===== config.mk =====
export PLATFORM = sky130hd
export DESIGN_NAME = r2r_sar_adc_mc
export DESIGN_NICKNAME = d
export VERILOG_FILES = /design/src/rtl/r2r_adc_pkg.sv /design/src/rtl/settle_timer.sv /design/src/rtl/r2r_sar_adc_mc.sv
export SDC_FILE = /design/constraint.sdc
export NUM_CORES = 1
export LEC_CHECK = 0
export BUFFER_PORTS_ARGS = -buffer_cell sky130_fd_sc_hd__buf_2
export CAP_MARGIN = 5
export CORE_UTILIZATION = 53
export DETAILED_ROUTE_END_ITERATION = 16
export PLACE_DENSITY_LB_ADDON = 0.12
export SYNTH_ARGS = -nofsm -noshare
export SYNTH_HDL_FRONTEND = slang
export SYNTH_SLANG_ARGS = --single-unit

===== constraint.sdc =====
create_clock -name clk_i -period 3.8 [get_ports clk_i]
set_input_delay 0.38 -clock clk_i [delete_from_list [all_inputs] [get_ports clk_i]]
set_output_delay 0.38 -clock clk_i [all_outputs]
set_load 0.02 [all_outputs]

===== src/rtl/r2r_adc_pkg.sv =====
// Shared types, default sizing and channel-search helper for the R2R SAR ADC controller.
package r2r_adc_pkg;

    typedef enum logic [2:0] {
        IDLE,
        MUX_SETTLE,
        TRIAL,
        RESULT,
        NEXT
    } state_e;

    localparam int DEF_WIDTH         = 8;
    localparam int DEF_CHANNELS      = 4;
    localparam int DEF_SETTLE_CYCLES = 50000;

    // Upper bound on CHANNELS supported by the search helper.
    localparam int MAX_CH = 64;

    // Lowest set bit of mask at index >= from, or -1 when none remains.
    function automatic int next_set(input logic [MAX_CH-1:0] mask, input int from);
        next_set = -1;
        for (int i = MAX_CH - 1; i >= 0; i--) begin
            if (mask[i] && i >= from) next_set = i;
        end
    endfunction

endpackage


===== src/rtl/settle_timer.sv =====
// Load/count/done timer: done_o rises SETTLE_CYCLES cycles after load_i, including the load cycle's successor.
module settle_timer #(
    parameter  int SETTLE_CYCLES = 1,
    localparam int CNT_W         = $clog2(SETTLE_CYCLES + 1)
) (
    input  logic clk_i,
    input  logic reset_i,
    input  logic load_i,
    output logic done_o
);

    logic [CNT_W-1:0] cnt_q;

    always_ff @(posedge clk_i) begin
        if (reset_i)            cnt_q <= '0;
        else if (load_i)        cnt_q <= CNT_W'(SETTLE_CYCLES - 1);
        else if (cnt_q != '0)   cnt_q <= cnt_q - 1'b1;
    end

    assign done_o = (cnt_q == '0);

endmodule


===== src/rtl/r2r_sar_adc_mc.sv =====
// Multi-channel SAR ADC controller for an R-2R ladder and analog input mux.
// Define R2R_SAR_AVG_EN to average 2^AVG_LOG2 back-to-back conversions per channel.
module r2r_sar_adc_mc
    import r2r_adc_pkg::*;
#(
    parameter  int WIDTH         = DEF_WIDTH,
    parameter  int CHANNELS      = DEF_CHANNELS,
    parameter  int SETTLE_CYCLES = DEF_SETTLE_CYCLES,
    parameter  int AVG_LOG2      = 2,
    localparam int CH_W          = (CHANNELS > 1) ? $clog2(CHANNELS) : 1
) (
    input  logic                clk_i,
    input  logic                reset_i,
    input  logic                start_i,
    input  logic                cont_i,
    input  logic [CHANNELS-1:0] ch_enable_i,
    input  logic                comp_in_i,
    output logic [CH_W-1:0]     ch_sel_o,
    output logic [WIDTH-1:0]    r2r_bus_o,
    output logic                busy_o,
    output logic                res_valid_o,
    input  logic                res_ready_i,
    output logic [WIDTH-1:0]    res_code_o,
    output logic [CH_W-1:0]     res_ch_o,
    output logic                scan_done_o
);

    localparam int BIT_W = $clog2(WIDTH);

    state_e              state_q, state_d;
    logic [CHANNELS-1:0] mask_q, mask_d;
    logic [CH_W-1:0]     ch_q, ch_d;
    logic [WIDTH-1:0]    code_q, code_d;
    logic [BIT_W-1:0]    bit_q, bit_d;
    logic                tmr_load, tmr_done;
    logic [WIDTH-1:0]    trial_code, kept_code;
    int                  nxt_ch, first_ch;

`ifdef R2R_SAR_AVG_EN
    localparam int ACC_W = WIDTH + AVG_LOG2;
    localparam int SMP_W = (AVG_LOG2 > 0) ? AVG_LOG2 : 1;
    logic [ACC_W-1:0] acc_q, acc_d;
    logic [SMP_W-1:0] smp_q, smp_d;
`endif

    function automatic logic [MAX_CH-1:0] widen(input logic [CHANNELS-1:0] m);
        widen = '0;
        widen[CHANNELS-1:0] = m;
    endfunction

    settle_timer #(.SETTLE_CYCLES(SETTLE_CYCLES)) u_timer (
        .clk_i   (clk_i),
        .reset_i (reset_i),
        .load_i  (tmr_load),
        .done_o  (tmr_done)
    );

    assign trial_code = code_q | (WIDTH'(1) << bit_q);
    assign kept_code  = comp_in_i ? trial_code : code_q;
    assign nxt_ch     = next_set(widen(mask_q), int'(ch_q) + 1);
    assign first_ch   = next_set(widen(ch_enable_i), 0);

    always_ff @(posedge clk_i) begin
        if (reset_i) begin
            state_q <= IDLE;
            mask_q  <= '0;
            ch_q    <= '0;
            code_q  <= '0;
            bit_q   <= '0;
`ifdef R2R_SAR_AVG_EN
            acc_q   <= '0;
            smp_q   <= '0;
`endif
        end else begin
            state_q <= state_d;
            mask_q  <= mask_d;
            ch_q    <= ch_d;
            code_q  <= code_d;
            bit_q   <= bit_d;
`ifdef R2R_SAR_AVG_EN
            acc_q   <= acc_d;
            smp_q   <= smp_d;
`endif
        end
    end

    always_comb begin
        state_d  = state_q;
        mask_d   = mask_q;
        ch_d     = ch_q;
        code_d   = code_q;
        bit_d    = bit_q;
        tmr_load = 1'b0;
`ifdef R2R_SAR_AVG_EN
        acc_d    = acc_q;
        smp_d    = smp_q;
`endif
        case (state_q)
            IDLE: begin
                if (start_i && (ch_enable_i != '0)) begin
                    mask_d   = ch_enable_i;
                    ch_d     = CH_W'(first_ch);
                    state_d  = MUX_SETTLE;
                    tmr_load = 1'b1;
                end
            end
            MUX_SETTLE: begin
                if (tmr_done) begin
                    state_d  = TRIAL;
                    bit_d    = BIT_W'(WIDTH - 1);
                    code_d   = '0;
                    tmr_load = 1'b1;
`ifdef R2R_SAR_AVG_EN
                    acc_d    = '0;
                    smp_d    = '0;
`endif
                end
            end
            TRIAL: begin
                if (tmr_done) begin
                    code_d = kept_code;
                    if (bit_q != '0) begin
                        bit_d    = bit_q - 1'b1;
                        tmr_load = 1'b1;
                    end else begin
`ifdef R2R_SAR_AVG_EN
                        acc_d = acc_q + ACC_W'(kept_code);
                        if (smp_q == SMP_W'((1 << AVG_LOG2) - 1)) begin
                            state_d = RESULT;
                        end else begin
                            // Next sample restarts the search without another mux settle.
                            smp_d    = smp_q + 1'b1;
                            bit_d    = BIT_W'(WIDTH - 1);
                            code_d   = '0;
                            tmr_load = 1'b1;
                        end
`else
                        state_d = RESULT;
`endif
                    end
                end
            end
            RESULT: begin
                if (res_ready_i) state_d = NEXT;
            end
            NEXT: begin
                if (nxt_ch >= 0) begin
                    ch_d     = CH_W'(nxt_ch);
                    state_d  = MUX_SETTLE;
                    tmr_load = 1'b1;
                end else if (cont_i && (ch_enable_i != '0)) begin
                    mask_d   = ch_enable_i;
                    ch_d     = CH_W'(first_ch);
                    state_d  = MUX_SETTLE;
                    tmr_load = 1'b1;
                end else begin
                    if (cont_i) mask_d = ch_enable_i;
                    state_d = IDLE;
                end
            end
            default: state_d = IDLE;
        endcase
    end

    always_comb begin
        ch_sel_o    = ch_q;
        busy_o      = (state_q != IDLE);
        res_valid_o = (state_q == RESULT);
        scan_done_o = (state_q == NEXT) && (nxt_ch < 0);
        r2r_bus_o   = '0;
        res_code_o  = '0;
        res_ch_o    = '0;
        case (state_q)
            TRIAL:  r2r_bus_o = trial_code;
            RESULT: begin
                r2r_bus_o = code_q;
                res_ch_o  = ch_q;
`ifdef R2R_SAR_AVG_EN
                res_code_o = WIDTH'(acc_q >> AVG_LOG2);
`else
                res_code_o = code_q;
`endif
            end
            default: ;
        endcase
    end

endmodule

* Word level (Yosys, flattened, before mapping)
Index checks and enable logic that the tools add are counted.
W data, S select, Z words.
** Storage, ports and cells
- Flip-flop bits (word level) :: 36
- Bits of input ports :: 10
- Output and inout bits :: 23
- Word-level logic and storage cells :: 98
** Cells by class
- Add/subtract/negate cells :: 3
- $lt $le $gt $ge :: 6
- Equal/unequal tests :: 14
- Shift-type cells :: 1
- Multiplexer cells :: 44
- Bitwise logic cells :: 1
- Reduce and logical (&&, ||, !) cells :: 22
** Operators with widths (count)
- $mux W32 :: 4
- $ge A32 B1 Y1 const B :: 1
- $lt A32 B1 Y1 const B :: 1
- $mux W16 :: 2
- $mux W8 :: 4
- $pmux W8 S2 :: 2
- $mux W3 :: 8
- $logic_not A16 Y1 :: 1
- $mux W4 :: 4
- $reduce_bool A16 Y1 :: 1
- $sub A16 B1 Y16 const B :: 1
- $pmux W3 S5 :: 1
- $mux W2 :: 7
- $ne A2 B2 Y1 const B :: 7
- $reduce_and A4 Y1 :: 3
- $mux W1 :: 8
- $or A8 B8 Y8 :: 1
- $pmux W4 S2 :: 1
- $shl A1 B3 Y8 const A :: 1
- $logic_and A1 B1 Y1 :: 7
- $eq A3 B2 Y1 const B :: 2
- $ge A1 B3 Y1 const A :: 2
- $ge A2 B3 Y1 const A :: 2
- $ne A3 B3 Y1 const B :: 2
- other kinds (15) :: 18

* Logic depth before layout (Yosys ltp)
- Depth after elaboration :: 11
- Depth in mapped cells :: 7
- Mapped depth without buffers :: 7

* Hierarchy
A second synthesis with hierarchy kept.
** Unflattened totals
- Cells, all modules :: 252
- Area total of the unflattened synthesis :: 2062.0 µm²
** By module, submodules not included
- r2r_sar_adc_mc :: times used 1, cells an instance 150, area an instance 1221.2 µm², sequential area each 380.4 µm²
- settle_timer :: times used 1, cells an instance 102, area an instance 840.8 µm², sequential area each 320.3 µm²

* Worst setup path after synthesis
No wires, ideal clock.
- Path type :: flip-flop to output port
- Start point :: register bit_q[0]
- End point :: output port r2r_bus_o[0]
- Data arrival time :: 1.465 ns
- Path slack :: 1.955 ns
- Stages on the path, launching flop included :: 5
- Buffers on the path :: 0
- Cells stage by stage :: dfxtp_1 > inv_1 > ha_1 > or3b_2 > a21oi_1
** Between the ends
- Longest elaborated chain between the ends :: 3
** RTL lines
- from (decl) :: RTL line r2r_sar_adc_mc.sv:34 : logic [BIT_W-1:0] bit_q, bit_d;
- from (signal assigned) :: RTL line r2r_sar_adc_mc.sv:79 : bit_q <= bit_d;
- $shl A1 B3 Y8 :: RTL line r2r_sar_adc_mc.sv:58 : assign trial_code = code_q | (WIDTH'(1) << bit_q);
- $or A8 B8 Y8 :: RTL line r2r_sar_adc_mc.sv:58
- $pmux W8 S2 :: RTL line r2r_sar_adc_mc.sv:173 : case (state_q)
- to (decl) :: RTL line r2r_sar_adc_mc.sv:19 : output logic [WIDTH-1:0] r2r_bus_o,
Every way passes these cells.

* Worst setup path in the final report
Ends and elaborated chain as after synthesis.

==> flow_metrics.env <==
export IMPL_status="completed"
export IMPL_overflow=0
export IMPL_crit_path_cell_trace="inv_1 -> ha_1 -> or3b_2 -> a21oi_1 -> buf_2"
export IMPL_min_path_type="input pin to flop"
export IMPL_finalInstanceArea_mm2=0.00239
export IMPL_power_density_mw_per_mm2=588
export IMPL_fillCellCount=340
export IMPL_dp_hpwl_um=3070
export IMPL_initial_core_util_pct=55.8
export IMPL_crit_required_ns=3.42
export IMPL_fin_crit_ns=2.23
export IMPL_cts_buffers=5
export IMPL_yosys_top_cells_area="dfxtp_1 34%, a21oi_1 5.5%, nor2_1 4.9%"
export IMPL_finalWeightedCongestion=0.891
export IMPL_totalWireLength_um=4200
export IMPL_diodes=0
export IMPL_syn_area_per_cell_um2=8.61
export IMPL_worstSetupPathType="flop to primary output"
export IMPL_final_cell_mix="35 x dfxtp_1, 32 x buf_2, 27 x nor2_1, 23 x a21oi_1, 14 x nand2_1"
export IMPL_ys_ff_latch=35
export IMPL_nNetsFinal=288
export IMPL_drv_slew=0
export IMPL_avgViaCountPerCell=5.63
export IMPL_rsz0062_at_grt="false"
export IMPL_slowest_stage="or3b_2"
export IMPL_post_cts_resized=0
export IMPL_cts_max_level=2
export IMPL_startpoint_type="flop"
export IMPL_core_area_mm2=0.00372
export IMPL_drtIter0Drc=94
export IMPL_synthXorXnorAreaFrac_pct=5.49
export IMPL_p_leak_uw=0.000999
export IMPL_postCtsSetupRepairBufs=0
export IMPL_setup_viol=0
export IMPL_root_buffer="clkbuf_8"
export IMPL_synth_seq_area_share_pct=33.8
export IMPL_first_pass_iters=4
export IMPL_clk_latency_ns=0.29
export IMPL_drive_gt1_share_pct=21.0
export IMPL_io_pins=33
export IMPL_die_height_um=64.6
export IMPL_numClockSinks=35
export IMPL_synth_simple_area_share_pct=33.6
export IMPL_worst_slew_pin_slew_ns=0.644
export IMPL_synth_compound_area_share_pct=16.8
export IMPL_die_area_mm2=0.00417
export IMPL_synth_ff_type="dfxtp_1"
export IMPL_path_clk_slew_ns=0.07
export IMPL_cts_tree="done"
export IMPL_slew_headroom_pct=57.0
export IMPL_synth_top_area_cell="dfxtp_1"
export IMPL_wire_per_inst_um=13.1
export IMPL_critPathMaxStageDelay_ns=0.51
export IMPL_post_route_drc_count=0
export IMPL_synth_edf_count=0
export IMPL_synth_adder_area_share_pct=4.22
export IMPL_finalCritPeriodShare_pct=58.7
export IMPL_synth_nets=258
export IMPL_grt_pass1_vias=1667
export IMPL_antenna_found_initial=0
export IMPL_grt_max_degree=34
export IMPL_clock_skew_ns=0.00893
export IMPL_detail_route_antenna_nets=0
export IMPL_vdd_drop_max_mv=0.373
export IMPL_clock_path_buffers=2
export IMPL_max_cap_violations=0
export IMPL_placed_area_mm2=0.00226
export IMPL_cp_end_kind="primary output"
export IMPL_synth_top_area_share_pct=33.8
export IMPL_critical_path_arrival_ns=1.85
export IMPL_synth_area_mux_share_pct=2.90
export IMPL_synth_area_mm2=0.00207
export IMPL_synth_top_family_by_area="simple AND/OR/NAND/NOR gates"
export IMPL_path_max_fanout=5
export IMPL_grt_pass1_wl_um=7490
export IMPL_final_common_cell="dfxtp_1"
export IMPL_fp_row_count=22
export IMPL_syn_to_final_growth_pct=15.4
export IMPL_synth_cells=241
export IMPL_yosysUniqueCellTypes=47
export IMPL_hold_violations=0
export IMPL_setup_tns_ns=0
export IMPL_die_width_um=64.6
export IMPL_ys_async_sr_fraction_pct=0
export IMPL_yosysWarnings=0
export IMPL_portBuffers=32
export IMPL_vias=1802
export IMPL_cts_hold_buf=0
export IMPL_grt_usage_pct=23.2
export IMPL_fmaxAchievable_ghz=0.448
==> flip-flops by register name (all words and copies together), names as in the netlist <==
| register | flops |
|---|---|
| bit_q | 3 |
| ch_sel_o | 2 |
| code_q | 8 |
| state_q | 3 |
| u_timer.cnt_q | 16 |
| mask_q | 3 |
==> per-layer routing <==
metal  up-vias  track usage [%]  share of wire [%]
met5         -                0                  0
met3         7             4.75                2.9
met1       836             28.3                 48
met4         0             10.0                1.7
li1        929                -                  -
met2        30             39.3                 48
==> through the flow <==
step | total power [µW] | worst slack (ns) | hold WS (ns) | std cells | util, %
finish | 1410 | 1.57 | 0.377 | 320 | 64.4
CTS | 1420 | 1.57 | 0.372 | 320 | 64.4
global placement | 1010 | 1.74 | 0.457 | 312 | 60.8
global route | 1500 | 1.47 | 0.390 | 320 | 64.4
detailed placement | 1020 | 1.69 | 0.476 | 312 | 60.8
floorplan | 921 | 1.95 | 0.444 | 241 | -
==> critical path, delay by kind of cell, from the launching register on <==
| kind | cells | cell delay, ns |
|---|---|---|
| buf+inv | 2 | 0.31 |
| simple gates | 1 | 0.51 |
| fa+ha+maj | 1 | 0.25 |
| compound gates | 1 | 0.15 |
| flops | 1 | 0.35 |
==> logic make-up (layout without fill, tap and decap cells) <==
| logic type | after synthesis | in the layout |
|---|---|---|
| adder cells (fa/ha/maj) | 7 | 7 |
| flip-flops | 35 | 35 |
| buffers and inverters | 18 | 49 |
| AO/OA/AOI/OAI | 51 | 51 |
| AND/OR/NAND/NOR | 111 | 111 |
| multiplexers | 6 | 6 |
| XOR/XNOR | 13 | 13 |
==> where the power goes <==
group / internal [µW] / total (µW) / switching [µW]
Clock: 262 / 395 / 133
Sequential: 426 / 528 / 102
Combinational: 208 / 485 / 277
==> layout make-up <==
cell class	count	area (µm²)	share of cell area, %
Inverter	9	33.8	1.41
Tap cell	48	60.1	2.51
Sequential cell	35	701	29.3
Multi-Input combinational cell	188	1310	54.6
Clock inverter	2	60.1	2.51
Clock buffer	6	72.6	3.03
Timing Repair Buffer	32	160	6.69
==> Yosys cell counts (2+ instances only) <==
cell      number
and2_1         2
nor3_1        13
xnor2_1        9
nand3_1        5
a211oi_1       3
nor4_4         3
and3_1        10
a21oi_1       23
o21ai_0        3
mux2i_1        6
xor2_1         4
nor2b_1        3
inv_1          9
nor3_2         2
nor3b_2        2
nor3b_1        2
clkbuf_1       8
nand2_1       14
nor2_1        27
dfxtp_1       35
o41ai_1        3
nand2b_1      11
ha_1           7
a31oi_1        2
nor4_2         4
a22o_1         7
or4_1          2
nor4_1         3
==> worst paths after layout <==
| path | from | endpoint | slack (ns) | depth (start not counted) |
|---|---|---|---|---|
| min | ch_enable_i[2] | mask_q[2]$_SDFFE_PP0P_ | 0.38 | 3 |
| min reg2reg | mask_q[1]$_SDFFE_PP0P_ | mask_q[1]$_SDFFE_PP0P_ | 0.49 | 2 |
| max reg2reg | u_timer.cnt_q[0]$_SDFFE_PP0P_ | u_timer.cnt_q[7]$_SDFFE_PP0P_ | 1.79 | 7 |
| max | bit_q[0]$_SDFFE_PP0P_ | r2r_bus_o[0] | 1.57 | 5 |
(Power assumes the default switching activity.)
